<file path="src/rtl/lb_pkg.sv">
// Shared definitions for the lb_tx_timer bit-period timer: FSM encoding and width defaults.
package lb_pkg;

    typedef enum logic [1:0] {
        IDLE   = 2'd0,
        RUN    = 2'd1,
        FINISH = 2'd2
    } lb_state_e;

    localparam int LB_DIV_W = 16;
    localparam int LB_BIT_W = 4;

endpackage

</file>
<file path="src/rtl/lb_mod_counter.sv">
// Up-counter with synchronous clear and wrap at a programmable terminal value.
module lb_mod_counter #(
    parameter int WIDTH = 4
) (
    input  logic             clk,
    input  logic             reset,
    input  logic             clear,
    input  logic             inc,
    input  logic [WIDTH-1:0] terminal,
    output logic [WIDTH-1:0] count,
    output logic             wrap
);

    logic [WIDTH-1:0] count_q, count_d;

    assign wrap  = inc && (count_q == terminal);
    assign count = count_q;

    // clear wins over inc so an abort on a terminal cycle still lands on zero
    always_comb begin
        count_d = count_q;
        if (clear) begin
            count_d = '0;
        end else if (inc) begin
            count_d = wrap ? '0 : count_q + WIDTH'(1);
        end
    end

    always_ff @(posedge clk) begin
        if (reset) begin
            count_q <= '0;
        end else begin
            count_q <= count_d;
        end
    end

endmodule

</file>
<file path="src/rtl/lb_tx_timer.sv">
// Bit-period timer for a serial transmitter: times nbits periods of divisor clocks each.
//
//   state  | meaning
//   IDLE   | waiting for start; counters held at zero
//   RUN    | timing bit periods, busy=1
//   FINISH | single done cycle, bit_idx shows the frame length
module lb_tx_timer
    import lb_pkg::*;
#(
    parameter int DIV_W = LB_DIV_W,
    parameter int BIT_W = LB_BIT_W
) (
    input  logic             clk,
    input  logic             reset,
    input  logic             start,
    input  logic             abort,
    input  logic [DIV_W-1:0] divisor,
    input  logic [BIT_W-1:0] nbits,
    output logic             bit_tick,
    output logic [BIT_W-1:0] bit_idx,
    output logic             busy,
    output logic             done
);

    lb_state_e        state_q, state_d;
    logic [DIV_W-1:0] div_q, div_d;
    logic [BIT_W-1:0] nbits_q, nbits_d;

    logic [DIV_W-1:0] baud_cnt;
    logic             baud_wrap;
    logic [BIT_W-1:0] bit_cnt;
    logic             bit_wrap;
    logic             in_run;
    logic             cnt_clear;
    logic             tick;

    assign in_run    = (state_q == RUN);
    assign cnt_clear = !in_run || abort;
    assign tick      = baud_wrap && (nbits_q != '0);

    lb_mod_counter #(.WIDTH(DIV_W)) u_baud (
        .clk      (clk),
        .reset    (reset),
        .clear    (cnt_clear),
        .inc      (in_run),
        .terminal (div_q - DIV_W'(1)),
        .count    (baud_cnt),
        .wrap     (baud_wrap)
    );

    // wraps on the last bit period, which doubles as the end-of-frame strobe
    lb_mod_counter #(.WIDTH(BIT_W)) u_bits (
        .clk      (clk),
        .reset    (reset),
        .clear    (cnt_clear),
        .inc      (tick),
        .terminal (nbits_q - BIT_W'(1)),
        .count    (bit_cnt),
        .wrap     (bit_wrap)
    );

    always_ff @(posedge clk) begin
        if (reset) begin
            state_q <= IDLE;
            div_q   <= '0;
            nbits_q <= '0;
        end else begin
            state_q <= state_d;
            div_q   <= div_d;
            nbits_q <= nbits_d;
        end
    end

    always_comb begin
        state_d = state_q;
        div_d   = div_q;
        nbits_d = nbits_q;
        case (state_q)
            IDLE: begin
                if (start && !abort) begin
                    state_d = RUN;
                    div_d   = (divisor == '0) ? DIV_W'(1) : divisor;
                    nbits_d = nbits;
                end
            end
            RUN: begin
                if (abort) begin
                    state_d = IDLE;
                end else if (nbits_q == '0 || bit_wrap) begin
                    state_d = FINISH;
                end
            end
            FINISH:  state_d = IDLE;
            default: state_d = IDLE;
        endcase
    end

    // the bit counter has already wrapped to zero by FINISH, so show the latched length there
    assign bit_tick = tick;
    assign busy     = in_run;
    assign done     = (state_q == FINISH);
    assign bit_idx  = done ? nbits_q : bit_cnt;

endmodule

</file>
<file path="config.mk">
export PLATFORM = sky130hd
export DESIGN_NAME = lb_tx_timer
export DESIGN_NICKNAME = d
export VERILOG_FILES = /design/src/rtl/lb_pkg.sv /design/src/rtl/lb_mod_counter.sv /design/src/rtl/lb_tx_timer.sv
export SDC_FILE = /design/constraint.sdc
export NUM_CORES = 1
export LEC_CHECK = 0
export CORE_MARGIN = 2
export CORE_UTILIZATION = 51
export CTS_CLUSTER_SIZE = 12
export DETAILED_ROUTE_END_ITERATION = 12
export GPL_ROUTABILITY_DRIVEN = 0
export PLACE_DENSITY = 0.84
export REMOVE_ABC_BUFFERS = 1
export SLEW_MARGIN = 0
export SYNTH_ARGS = -nofsm -noshare
export SYNTH_HDL_FRONTEND = slang
export SYNTH_SLANG_ARGS = --single-unit
</file>
<file path="constraint.sdc">
create_clock -name clk -period 3 [get_ports clk]
set_clock_uncertainty 0.1 [all_clocks]
set_input_delay 0.6 -clock clk [delete_from_list [all_inputs] [get_ports clk]]
set_output_delay 0.6 -clock clk [all_outputs]
set_load 0.005 [all_outputs]
</file>
## Word-level counts from Yosys, hierarchy flattened

Cells that the tools add are included.

| storage, ports and cells | value |
|---|---|
| bits in latches | 0 |
| output and inout port bits | 7 |
| bits of input ports | 24 |
| bits in read-only memories | 0 |
| bits in writable memories | 0 |
| register bits after elaboration | 42 |
| memories kept | 0 |

| cells by class | value |
|---|---|
| reduce and logical (&&, ||, !) cells | 15 |
| $add $sub $neg | 4 |
| $lt $le $gt $ge | 0 |
| bitwise operators | 0 |
| shift operators | 0 |
| multiplexer cells | 8 |
| divide/modulo/power cells | 0 |
| equal/unequal tests | 6 |
| $mul | 0 |

Operators with widths:

| cell | number |
|---|---|
| two-way mux 16 bit | 2 |
| adder 16 x 1 -> 16 bit (second input constant) | 1 |
| equality test 16 bit | 1 |
| zero test 16 bit | 1 |
| subtractor 16 x 1 -> 16 bit (second input constant) | 1 |
| two-way mux 4 bit | 2 |
| two-way mux 2 bit | 3 |
| adder 4 x 1 -> 4 bit (second input constant) | 1 |
| equality test 4 bit | 1 |
| logical AND 1 bit | 4 |
| zero test 4 bit | 1 |
| case mux 2 bit (2 select lines) | 1 |
| AND reduction 2 bit | 2 |
| nonzero test 4 bit | 1 |
| subtractor 4 x 1 -> 4 bit (second input constant) | 1 |
| != test 3 x 2 -> 1 bit (second input constant) | 1 |
| equality test 2 x 1 -> 1 bit (second input constant) | 1 |
| equality test 2 bit (second input constant) | 1 |
| zero test 1 bit | 2 |
| zero test 2 bit | 1 |
| logical OR 1 bit | 2 |
| != test 2 bit (second input constant) | 1 |
| OR reduction 2 bit | 1 |

## Logic depth before layout (Yosys ltp)

Gate-level depths: netlist (run 1).

| logic depth | value |
|---|---|
| depth after elaboration | 9 |
| depth in mapped cells | 11 |
| depth with buffers taken out | 9 |

## Cells and area by module

Synthesis (run 1) repeated with hierarchy kept, for this count alone.

| second synthesis, totals | value |
|---|---|
| cell total of the unflattened synthesis | 296 |
| area, all modules | 2473.6 µm² |

Modules (own cells, without submodules):

| module | area an instance (µm²) | cells an instance | times used |
|---|---|---|---|
| lb_tx_timer | 1198.6 | 159 | 1 |
| lb_mod_counter (u_baud) | 1028.5 | 113 | 1 |
| lb_mod_counter (u_bits) | 246.5 | 24 | 1 |

## Worst setup path before layout (run 1)

Ideal clock, no wire load.

| timing path | value |
|---|---|
| kind | register to output |
| start point | reg div_q[0] |
| end point | out bit_tick |
| cell stages (with the launch flop) | 10 |
| path slack | -69 ps |
| data arrival time | 2369 ps |
| buffers on the path | 1 |
| data required time | 2300 ps |
| path through | dfxtp_1 > inv_1 > ha_1 > buf_4 > or4b_4 > or4_4 > mux2_4 > mux2i_4 > nand4_4 > nor2_1 |

| between the ends | value |
|---|---|
| cells in the longest elaborated chain, start to end | 4 |

RTL lines:

| element | line | text |
|---|---|---|
| start: declaration | lb_tx_timer.sv:26 | `logic [DIV_W-1:0] div_q, div_d;` |
| start signal: assignment | lb_tx_timer.sv:69 | `div_q <= div_d;` |
| subtractor 16 x 1 -> 16 bit | lb_tx_timer.sv:46 | `.terminal (div_q - DIV_W'(1)),` |
| equality test 16 bit | lb_mod_counter.sv:16 | `assign wrap = inc && (count_q == terminal);` |
| logical AND 1 bit | lb_mod_counter.sv:16 |  |
| logical AND 1 bit | lb_tx_timer.sv:39 | `assign tick = baud_wrap && (nbits_q != '0);` |
| end: declaration | lb_tx_timer.sv:19 | `output logic bit_tick,` |

No other way between the ends.

## Worst setup path after layout (run 1)

Ends and elaborated chain as after synthesis.

==> reports/qor.txt, run 1 <==
Worst vdd ir: 0.218 mV
DRC errors left: 0
Slowest stage delay, CP: 0.49 ns
First DRT Iteration DRCs: 248
Worst-Margin Slew: 0.837 ns
Comb pwr share: 24.3%
Final nets: 411
Post-route antenna net violation count: 0
Synth Instances: 325
Max Cap Violations: 0
Vias: 2723
Post-route core utilization: 68.0%
Clk sinks: 42
Fmax: 0.297 GHz
DIE HEIGHT: 75.7 um
Relative slew slack: 44.2%
Rows: 26
Synth area leaders: dfxtp_1 32%, nand2_1 7.4%, xnor2_1 7.3%
Area delta synth->final: 30.6%
PnR Total Power: 0.00139 W
Die X: 75.7 um
H-tree depth: 2
Post-route setup slack: -0.370 ns
CP startpoint kind: flip-flop
Fraction of layout cells with a size suffix above 1: 21.1%
Yosys Warn Count: 0
Buffers on Ports: 30
N_diodes: 0
Int Pwr: 0.00101 W
Cell breakdown of the critical path: inv_2 -> ha_4 -> or4b_4 -> or4_1 -> a211o_1 -> o211ai_2 -> o211ai_1 -> nor2_4 -> buf_2
Prevailing post-synth register cell: dfxtp_1
Clock Power Share: 33.5%
Die area: 5740 um^2
Power per cell area: 406 nW/um^2
Yosys top cell by area: dfxtp_1
Post-Route WL: 7.40 mm
CTS buffer count: 5
Worst hold path class: reg -> reg
Pre-Repair DR Iteration Count: 5
RSZ-0062 raised after global routing: yes
DR WL met3: 339 um
Leak Pwr: 1.22 nW
Synth Register Bits: 42
Setup-failing EPs final: 5
CTS tree: yes
Synth cell types: 52
Global-route wire length before repair: 12.2 mm
CTS Buffer Depth: 2
Clk Tree Root Cell: clkbuf_8
Sequential area share after synthesis: 32.0%
Initial antenna violation count: 0
Failing checks: setup timing
Met1 WL: 3.06 mm
Vias per cell: 6.01
Top cells by count, synth: 52 x nand2_1, 42 x dfxtp_1, 27 x a21oi_1
Synthesized area: 2630 um^2
Post-DP HPWL: 5.10 mm
Core Box Area: 5040 um^2
Net Switching: 0.000386 W
Reg2Reg Setup Slack: -0.31 ns
CP arrival: 2.67 ns
Post-synth EDFFs: 0
Worst path required time: 2.30 ns
Starting density of the core: 52.1%
Final number of hold-violating endpoints: 0
Post-layout min period: 3.37 ns
Slowest cell on the critical path: or4_1
Worst-Skew Late Latency: 0.30 ns
Reg power frac: 42.2%
Avg Synthesized Cell Area: 8.08 um^2
Vias in the first global route: 2620
Critical Path End Type: primary output
Max-slew violations: 0
Most numerous cell in the Yosys netlist: nand2_1
Worst-path clk slew: 0.08 ns
WS Path Type: reg -> out
Sw frac: 27.7%
WHS: 0.376 ns
CP Max Fanout: 3
Largest net degree at the start of global routing: 23
I/O Pins: 31
Total gr overflow: 0
WL/cell: 16.3 um
Post-route clock period utilization: 112%
Yosys top cell area share: 32.0%
Met2 routed WL: 3.81 mm
Max layer used: met4
Gr usage total: 27.9%
Fraction of registers with async set/reset: 0%
Status: finished with violations
## metrics by stage
| step | cells | setup TNS, ns | instance area (um^2) | setup slack (ns) |
|---|---|---|---|---|
| after floorplan | 304 | -0.609 | 2540 | -0.121 |
| after global placement | 440 | -0.596 | 3210 | -0.422 |
| after detailed placement | 440 | -1.01 | 3210 | -0.473 |
| after CTS | 450 | -1.72 | 3370 | -0.411 |
| after global routing | 453 | -3.14 | 3430 | -0.436 |
| final | 453 | -1.53 | 3430 | -0.370 |
## cells by family after synthesis
logic type	share of synthesized area [%]
AOI/OAI and AO/OA	13.5
xor gates and xnor gates	14.2
adders and majority gates	1.91
buffers and inverters	4.05
DFF	32.0
muxes	3.57
and+or+nand+nor	30.7
## routing by layer
layer | vias up | global-route usage (%)
li1 | 1285 | -
met3 | 31 | 4.37
met1 | 1307 | 34.5
met2 | 100 | 48.6
met4 | 0 | 10.7
met5 | - | 0
## layout by cell type (no fill, tap or decap), types with 13 or more instances in the layout
cell type        count
a21oi_1             24
buf_4               37
clkdlybuf4s50_1     29
dfxtp_1             41
nand2_1             52
nand4_1             13
nor2_1              15
nor3_1              26
xnor2_1             22
xor2_1              18
## registers in the layout, summed over array words and instances (netlist names)
register and count:
div_q 16, u_bits.count 4, state_q 2, nbits_q 4, u_baud.count 16
## path summary, 6_finish.rpt
check	from	end	cells past startpoint
setup / recovery	div_q[0]	bit_tick	9
hold / removal	div_q[15]	div_q[15]	2
setup reg to reg	div_q[0]	u_bits.count[3]	12
hold reg to reg	div_q[15]	div_q[15]	2
## final cells by class
class	instances	area (um^2)
sequential	42	842
fill	382	1610
clock buffer	6	82.6
clock inverter	1	30.0
inverter	6	22.5
timing repair buffer	72	629
tap	70	87.6
multi-input combinational	256	1740
## worst max-delay path: cells and delay by family, from the launching register on
family | cells | cell delay (ns)
fa+ha+maj | 1 | 0.13
buf+inv | 2 | 0.19
compound gates | 3 | 0.60
flops | 1 | 0.33
simple gates | 3 | 1.11
## power groups by stage
stage	Combinational [W]	Clock [W]	Sequential [W]
2_1_floorplan	0.000181	0	0.000600
3_3_place_gp	0.000299	0	0.000599
5_1_grt	0.000364	0.000489	0.000590
4_1_cts	0.000320	0.000465	0.000587
6_report	0.000338	0.000467	0.000588
3_5_place_dp	0.000308	0	0.000600
## repair_timing
| item | in CTS | in global routing |
|---|---|---|
| endpoints found under the setup margin | 5 | 23 |
| cloned | 0 | 1 |
| buffers inserted | 4 | 2 |
| hold buffers | 0 | 0 |
| resized for setup | 15 | 11 |
| pin swaps | 10 | 5 |
(Power assumes the default switching activity.)
==> run 2, diff against run 1 <==
Settings changed: CELL_PAD_IN_SITES_DETAIL_PLACEMENT from default to 1, CELL_PAD_IN_SITES_GLOBAL_PLACEMENT from default to 2, CORE_UTILIZATION 51 to 30, PLACE_DENSITY 0.84 to 0.83.
==> reports/qor.txt, run 2 (synthesis results as in run 1) <==
Status: finished with violations
Failing checks: setup timing
N_diodes: 0 (unchanged)
Critical Path End Type: primary output
Fmax: 0.297 GHz (+0.15%)
Setup-failing EPs final: 5 (unchanged)
Final setup TNS: -1.16 ns (+0.363 ns)
CTS buffer count: 5 (unchanged)
Worst-Skew Late Latency: 0.30 ns (about the same)
CP arrival: 2.67 ns (about the same)
Clk sinks: 42 (unchanged)
Worst hold path class: reg -> reg
Gr usage total: 17.3% (-11 points)
Worst-Margin Slew: 0.827 ns (-0.0100 ns)
DIE HEIGHT: 97.5 um (+29%)
WHS: 0.386 ns (+0.0107 ns)
I/O Pins: 31 (unchanged)
Commonest non-fill, non-tap cell in the layout: nand2_1
Worst-path clk slew: 0.08 ns (about the same)
CP startpoint kind: flip-flop
Max-slew violations: 0 (unchanged)
Buffers on Ports: 30 (unchanged)
CTS tree: yes
Clk Tree Root Cell: clkbuf_8
Pre-CTS setup slack: -0.476 ns (-0.00314 ns)
Post-DP HPWL: 6.05 mm (+19%)
Vias in the first global route: 2747 (+4.8%)
Post-route core utilization: 41.1% (-27 points)
Post-route setup slack: -0.365 ns (+0.00512 ns)
Pre-Repair DR Iteration Count: 4 (-1)
Worst path required time: 2.30 ns (about the same)
Starting density of the core: 30.5% (-22 points)
Relative slew slack: 44.9% (+0.67 points)
Die area: 9510 um^2 (+66%)
Area delta synth->final: 34.7%
DRC errors left: 0 (unchanged)
Fill cells: 1041 (+170%)
Core Box Area: 8590 um^2 (+70%)
First DRT Iteration DRCs: 73 (-71%)
Final number of hold-violating endpoints: 0 (unchanged)
Post-Route WL: 8.03 mm (+8.5%)
Vias: 2643 (-2.9%)
Initial antenna violation count: 0 (unchanged)
Post-layout min period: 3.37 ns (-0.00512 ns)
CP delay by family, top: simple AND/OR/NAND/NOR gates
Final Non-Filler Cells: 498 (+9.9%)
Slowest stage delay, CP: 0.47 ns (-0.02 ns)
Worst vdd ir: 0.163 mV (-25%)
Slowest cell on the critical path: or4b_4
CTS Buffer Depth: 2 (unchanged)
Largest net degree at the start of global routing: 23 (unchanged)
Global-route wire length before repair: 13.4 mm (+9.8%)
Power per cell area: 420 nW/um^2 (+3.4%)
WL/cell: 16.1 um (-1.3%)
Dpl cells: 486 (+10%)
Cell breakdown of the critical path: inv_2 -> ha_4 -> or4b_4 -> or4_4 -> mux2_4 -> mux2i_4 -> nand4_4 -> nor2_4 -> buf_2
Final nets: 417 (+1.5%)
Fraction of layout cells with a size suffix above 1: 22.6% (+1.4 points)
Vias per cell: 5.31 (-12%)
Most frequent cells in the layout: 52 x nand2_1, 45 x buf_4, 40 x dfxtp_1, 29 x clkdlybuf4s50_1, 26 x nor3_1
Rows: 34 (+31%)
Crit path buf inv count: 2 (unchanged)
WS Path Type: reg -> out
Max Cap Violations: 0 (unchanged)
RSZ-0062 raised after global routing: yes
H-tree depth: 2 (unchanged)
Die X: 97.5 um (+29%)
Leak Pwr: 1.26 nW (+3.5%)
Post-route clock period utilization: 112% (-0.17 points)
Post-route antenna net violation count: 0 (unchanged)
CTS Hold Bufs: 0 (unchanged)
CP Max Fanout: 3 (unchanged)
Total gr overflow: 0 (unchanged)
## run 2: changes by cell type in the layout (fill, tap and decap cells not counted), sizes merged
cell | before | now
buf | 43 | 49
bufinv | 1 | 2
## run 2: path summary, 6_finish.rpt
path	slack [ns]	to	depth (start not counted)	start
max	-0.37	bit_tick	9	div_q[0]
min reg2reg	0.39	div_q[15]	2	div_q[15]
max reg2reg	-0.22	u_bits.count[2]	11	div_q[0]
min	0.39	div_q[15]	2	div_q[15]
## run 2: routing by layer
metal	vias up	wire length, um	global-route usage (%)
li1	1289	-	-
met1	1313	3630	21.9
met2	34	4130	30.7
met3	7	184	2.66
met4	0	81	4.06
met5	-	0	0
## run 2: where the power goes
group,internal (W),switching [W]
logic,0.000169,0.000168
registers,0.000572,0.0000147
clock network,0.000355,0.000207
## run 2: layout make-up
| type | instances | area [um^2] | area share, % |
|---|---|---|---|
| Clock buffer | 6 | 82.6 | 2.34 |
| Clock inverter | 2 | 60.1 | 1.70 |
| Inverter | 6 | 22.5 | 0.637 |
| Multi-Input combinational cell | 256 | 1730 | 49.0 |
| Sequential cell | 42 | 843 | 23.8 |
| Tap cell | 108 | 135 | 3.82 |
| Timing Repair Buffer | 78 | 661 | 18.7 |
## run 2: metrics by stage
step	instance area [um^2]	total power (W)
after floorplan	2540	0.000781
after global placement	3310	0.000916
after detailed placement	3310	0.000925
after CTS	3490	0.00149
after global routing	3540	0.00156
final	3540	0.00149
## run 2: worst register-to-register path, cell delays in order (launching register included)
cell and delay, ns:
dfxtp_2 0.33, inv_2 0.07, ha_4 0.12, or4b_4 0.47, or4_4 0.45, mux2_4 0.33
mux2i_4 0.19, nand4_4 0.15, buf_4 0.16, buf_6 0.12, or4_4 0.53, a21oi_2 0.15
## run 2: what timing repair did
item / CTS / global route
setup endpoints to repair: 5 / 23
gates cloned: 0 / 1
resized for setup: 12 / 9
pin swaps: 10 / 5
buffers inserted: 2 / 4
